--- src/rtl/cordic_rom_loader_if.sv ---
// Stream handshake carrying 16-bit CORDIC constant words into the ROM loader.
// The master drives the words; the slave (the loader) signals readiness.
interface cordic_rom_loader_if;
    logic [15:0] din;
    logic        din_valid;
    logic        din_ready;

    modport master (
        output din,
        output din_valid,
        input  din_ready
    );

    modport slave (
        input  din,
        input  din_valid,
        output din_ready
    );
endinterface

--- src/rtl/cordic_rom_loader.sv ---
// Packs a 16-bit word stream into 64 x 48-bit hyperbolic CORDIC ROM entries, then steps the read index.
// Optional feature macro: CORDIC_ROM_CHECKSUM_EN adds a modulo-2^16 sum of all accepted words.
module cordic_rom_loader #(
    parameter int ENTRIES = 64
) (
    input  logic                clk,
    input  logic                reset,
    input  logic                start,
    cordic_rom_loader_if.slave  stream,
    input  logic                step,
    output logic                wen,
    output logic                cen,
    output logic [5:0]          index_wri,
    output logic [5:0]          index_rea,
    output logic [47:0]         D,
    output logic                busy,
    output logic                load_done
`ifdef CORDIC_ROM_CHECKSUM_EN
   ,output logic [15:0]         checksum
`endif
);

    localparam logic [5:0] LAST_ENTRY = 6'(ENTRIES - 1);

    typedef enum logic [1:0] {
        IDLE  = 2'd0,
        FILL  = 2'd1,
        WRITE = 2'd2,
        RUN   = 2'd3
    } state_t;

    state_t     state;
    logic [5:0] entry_cnt;
    logic [1:0] word_cnt;
    logic       accept;
    logic       start_take;

    // din_ready is only ever high in FILL, so the handshake alone qualifies a word
    assign accept     = stream.din_valid && stream.din_ready;
    assign start_take = start && ((state == IDLE) || (state == RUN));

    always_ff @(posedge clk) begin
        if (!reset) begin
            state            <= IDLE;
            entry_cnt        <= '0;
            word_cnt         <= '0;
            stream.din_ready <= 1'b0;
            wen              <= 1'b1;
            cen              <= 1'b1;
            index_wri        <= '0;
            index_rea        <= '0;
            D                <= '0;
            busy             <= 1'b0;
            load_done        <= 1'b0;
        end else if (start_take) begin
            // start outranks step when both arrive in RUN
            state            <= FILL;
            entry_cnt        <= '0;
            word_cnt         <= '0;
            D                <= '0;
            stream.din_ready <= 1'b1;
            wen              <= 1'b1;
            cen              <= 1'b1;
            index_rea        <= '0;
            busy             <= 1'b1;
            load_done        <= 1'b0;
        end else begin
            unique case (state)
                IDLE: begin
                end

                FILL: begin
                    if (accept) begin
                        unique case (word_cnt)
                            2'd0:    D[47:32] <= stream.din;
                            2'd1:    D[31:16] <= stream.din;
                            default: D[15:0]  <= stream.din;
                        endcase
                        if (word_cnt == 2'd2) begin
                            state            <= WRITE;
                            stream.din_ready <= 1'b0;
                            wen              <= 1'b0;
                            cen              <= 1'b0;
                            index_wri        <= entry_cnt;
                        end else begin
                            word_cnt <= word_cnt + 2'd1;
                        end
                    end
                end

                WRITE: begin
                    wen <= 1'b1;
                    if (entry_cnt == LAST_ENTRY) begin
                        // cen stays asserted: the ROM is read from here on
                        state     <= RUN;
                        busy      <= 1'b0;
                        load_done <= 1'b1;
                        index_rea <= '0;
                    end else begin
                        state            <= FILL;
                        entry_cnt        <= entry_cnt + 6'd1;
                        word_cnt         <= '0;
                        cen              <= 1'b1;
                        stream.din_ready <= 1'b1;
                    end
                end

                RUN: begin
                    if (step) begin
                        index_rea <= index_rea + 6'd1;
                    end
                end

                default: begin
                    state <= IDLE;
                end
            endcase
        end
    end

`ifdef CORDIC_ROM_CHECKSUM_EN
    always_ff @(posedge clk) begin
        if (!reset) begin
            checksum <= '0;
        end else if (start_take) begin
            checksum <= '0;
        end else if (accept) begin
            checksum <= checksum + stream.din;
        end
    end
`else
    // build without the checksum datapath
`endif

endmodule

--- src/flat_wrapper.sv ---
// flat-port wrapper written by rule: the top's interface ports become plain ports
module cordic_rom_loader_flat 
#(
    parameter int ENTRIES = 64
)
  (clk, reset, start, step, wen, cen, index_wri, index_rea, D, busy, load_done, stream_din, stream_din_valid, stream_din_ready);
  cordic_rom_loader_if stream_i ();
  input  logic clk;
  input  logic reset;
  input  logic start;
  input  logic step;
  output logic wen;
  output logic cen;
  output logic [5:0] index_wri;
  output logic [5:0] index_rea;
  output logic [47:0] D;
  output logic busy;
  output logic load_done;
  input wire logic [$bits(stream_i.din)-1:0] stream_din;
  input wire logic [$bits(stream_i.din_valid)-1:0] stream_din_valid;
  output wire logic [$bits(stream_i.din_ready)-1:0] stream_din_ready;
  assign stream_i.din = stream_din;
  assign stream_i.din_valid = stream_din_valid;
  assign stream_din_ready = stream_i.din_ready;
  cordic_rom_loader #(.ENTRIES(ENTRIES)) u_core (.clk(clk), .reset(reset), .start(start), .stream(stream_i), .step(step), .wen(wen), .cen(cen), .index_wri(index_wri), .index_rea(index_rea), .D(D), .busy(busy), .load_done(load_done));
endmodule
--- config.mk ---
export PLATFORM = sky130hd
export DESIGN_NAME = cordic_rom_loader_flat
export DESIGN_NICKNAME = d
export VERILOG_FILES = /design/src/rtl/cordic_rom_loader_if.sv /design/src/rtl/cordic_rom_loader.sv /design/src/flat_wrapper.sv
export SDC_FILE = /design/constraint.sdc
export NUM_CORES = 1
export LEC_CHECK = 0
export CAP_MARGIN = 20
export CORE_MARGIN = 5
export CORE_UTILIZATION = 51
export CTS_CLUSTER_DIAMETER = 120
export CTS_CLUSTER_SIZE = 8
export DETAILED_ROUTE_END_ITERATION = 8
export PLACE_DENSITY = 0.95
export SYNTH_ARGS = -nofsm -noshare
export SYNTH_HDL_FRONTEND = slang
export SYNTH_SLANG_ARGS = --single-unit
--- constraint.sdc ---
create_clock -name clk -period 4.2 [get_ports clk]
set_input_delay 0.84 -clock clk [delete_from_list [all_inputs] [get_ports clk]]
set_output_delay 0.84 -clock clk [all_outputs]
set_load 0.02 [all_outputs]
==> flow_summary.toml <==
[worst_setup_path]
crit_arrival_ns = 2.77
crit_slowest_cell = "nor3_2"
slowest_delay_ns = 0.79
reg2reg_slack_ns = 2.10
cp-start-kind = "primary input"
crit_required_ns = 4.46
end_kind = "register"
crit_chain = "clkdlybuf4s50_1 -> nand3_1 -> nor3_2 -> nand2_1 -> a21oi_1"
critPathKind = "primary input to register"
path_max_fanout = 16

[drt]
vias = 2846
drt.antenna.violating_nets = 0
routed_wl_microns = 7930
wl_per_cell_microns = 15.0
via_per_inst = 5.39
drt-pass1-iter-count = 4
drc = 0
drt_iter0_drc = 124

[sta]
slew_headroom_pct = 33.0
holdWs_ns = 0.456
rsz0062_at_grt = "no"
drv_slew = 0
fin_crit_sh_pct = 59.7
fin_skew_ns = 0.00500
tightest_slew_ns = 0.999
hold_violations = 0
setup_viol_count_final = 0
fmax_mhz = 399
fin_tns_setup_ns = 0
finalCriticalPeriod_ns = 2.51

[final_layout]
post-route-util_pct = 71.5
nets = 479
drive_above_1_share_pct = 5.52
n_antenna_cell = 0
multi_input_area_sq_um = 1430
seq_area_sq_um = 1500
area_delta_synth_final_pct = 37.2
final_common_cell = "nand2_1"
fill_cells = 467
fin_cells = 528
mostFrequentLayoutCells = "nand2_1, clkdlybuf4s50_1, dfxtp_1"

[clocking]
cts_root_buffer = "clkbuf_8"
cts_buffers = 9
clkLatencyLatePin_ns = 0.33
clkSinkCount = 75
clockBufferDepth = 2
htree_num_levels = 3
holdBufCountCts = 0
cts_resized = 0
cts_tree = "done"
path_clk_slew_ns = 0.07
cts_setup_buffers = 0

[die]
core_sq_um = 5850
dieWidth_microns = 87.3
io_pins = 86
fp-row-count = 28
dieHeight_microns = 87.3
start_util_pct = 52.1
die-area_sq_um = 7620

[job]
maxCapViolCount = 0

[logic_synthesis]
async_flop_share_pct = 0
synth.distinct_cells = 40
syn_inst = 370
seq_area_frac_synth_pct = 49.2
avgSynthCellArea_sq_um = 8.24
netlist_area_sq_um = 3050
synth_fp_nets = 400
ys_ff_latch = 75
yosys_most_used_dff = "dfxtp_1"
synth_edf_count = 0
yosysWarnings = 0

[placement]
finalWeightedCongestion = 0.873
portBuffers = 85
dp_hpwl_microns = 5710
dp.cells = 512

[pwr]
vdd_drop_max_mv = 0.428
p_leak_nw = 1.47
finalPower_mw = 1.89
p_per_area_nw_per_um2 = 452

[global_route]
track_usage_pct = 21.5
grt_start_max_net_pins = 61
grt_pass1_wl_microns = 13000
grt_antenna_before_repair = 0
grt-ovfl-total = 0
grt_pass1_vias = 2812

[hold_path]
hold_class = "register to register"

[run_status]
status = "completed"
==> layer usage <==
metal / up-vias / global-route usage, % / wire (microns)
met2: 108 / 38.8 / 4090
met1: 1322 / 24.6 / 3220
met5: - / 0 / 0
li1: 1406 / - / -
met4: 0 / 6.83 / 57
met3: 10 / 5.49 / 569
==> cell usage after synthesis, types with 2 or more instances <==
library cell | count | area, sq um
buf_2 | 10 | 50.1
mux2i_1 | 8 | 80.1
o21ai_0 | 10 | 50.1
or3_1 | 3 | 18.8
nor2_1 | 13 | 48.8
buf_1 | 4 | 15.0
a21boi_0 | 2 | 15.0
nand2_1 | 107 | 402
nand4_1 | 3 | 18.8
nor3_1 | 2 | 10.0
clkbuf_1 | 6 | 22.5
a211oi_1 | 3 | 22.5
o31ai_1 | 2 | 15.0
nor2b_1 | 7 | 43.8
a31o_2 | 3 | 26.3
dfxtp_1 | 75 | 1500
ha_1 | 9 | 113
inv_1 | 10 | 37.5
a21oi_1 | 57 | 285
a31oi_1 | 2 | 12.5
o211a_1 | 4 | 40.0
xnor2_1 | 4 | 35.0
nand3_1 | 8 | 40.0
and2_1 | 2 | 12.5
==> critical path, delay by kind of cell <==
kind                   cells  cell delay (ns)
AO/OA/AOI/OAI              1             0.17
buffers and inverters      1             0.62
AND/OR/NAND/NOR            3             1.12
==> flip-flops by register name, indices dropped and copies added (netlist names) <==
signal                   cells
u_core.index_rea             6
u_core.load_done             1
u_core.stream.din_ready      1
u_core.wen                   1
u_core.D                    48
u_core.cen                   1
u_core.state                 2
u_core.index_wri             6
u_core.entry_cnt             6
u_core.word_cnt              2
u_core.busy                  1
==> final timing paths <==
check,startpoint,to,cells after the start
worst min-delay path,u_core.D[1]$_SDFFE_PP0P_,u_core.D[1]$_SDFFE_PP0P_,2
worst max register to register,u_core.state[0]$_SDFFE_PN0P_,u_core.D[4]$_SDFFE_PP0P_,5
worst min register to register,u_core.D[1]$_SDFFE_PP0P_,u_core.D[1]$_SDFFE_PP0P_,2
worst max-delay path,stream_din_valid,u_core.D[4]$_SDFFE_PP0P_,5
==> per-stage QoR <==
stage | setup slack, ns | cell area (sq um)
3_3_place_gp | 1.47 | 3920
4_1_cts | 1.66 | 4160
6_report | 1.69 | 4180
5_1_grt | 1.53 | 4180
3_5_place_dp | 1.37 | 3920
2_1_floorplan | 2.21 | 3050
==> kinds of logic (layout without fill, tap and decap cells) <==
group / after synthesis / in the layout / share of synthesized area (%)
AND/OR/NAND/NOR: 153 / 153 / 21.6
multiplexers: 8 / 8 / 2.63
adder cells (fa/ha/maj): 9 / 9 / 3.69
XOR/XNOR: 4 / 4 / 1.15
flip-flops: 75 / 75 / 49.2
buffers and inverters: 30 / 113 / 4.10
AO/OA/AOI/OAI: 91 / 91 / 17.6
==> power breakdown <==
| part | internal [mW] | total [mW] | switching [mW] |
|---|---|---|---|
| registers | 0.749 | 0.791 | 0.0417 |
| clock network | 0.409 | 0.658 | 0.249 |
| logic | 0.167 | 0.443 | 0.276 |
| total | 1.33 | 1.89 | 0.566 |
==> cell type report <==
cell class,count,area share [%]
clock buffer,11,3.38
clock inverter,4,2.36
inverter,10,0.897
multi-input combinational,265,34.1
sequential,75,35.9
tap,75,2.24
timing repair buffer,88,21.2
(Power assumes the default switching activity.)
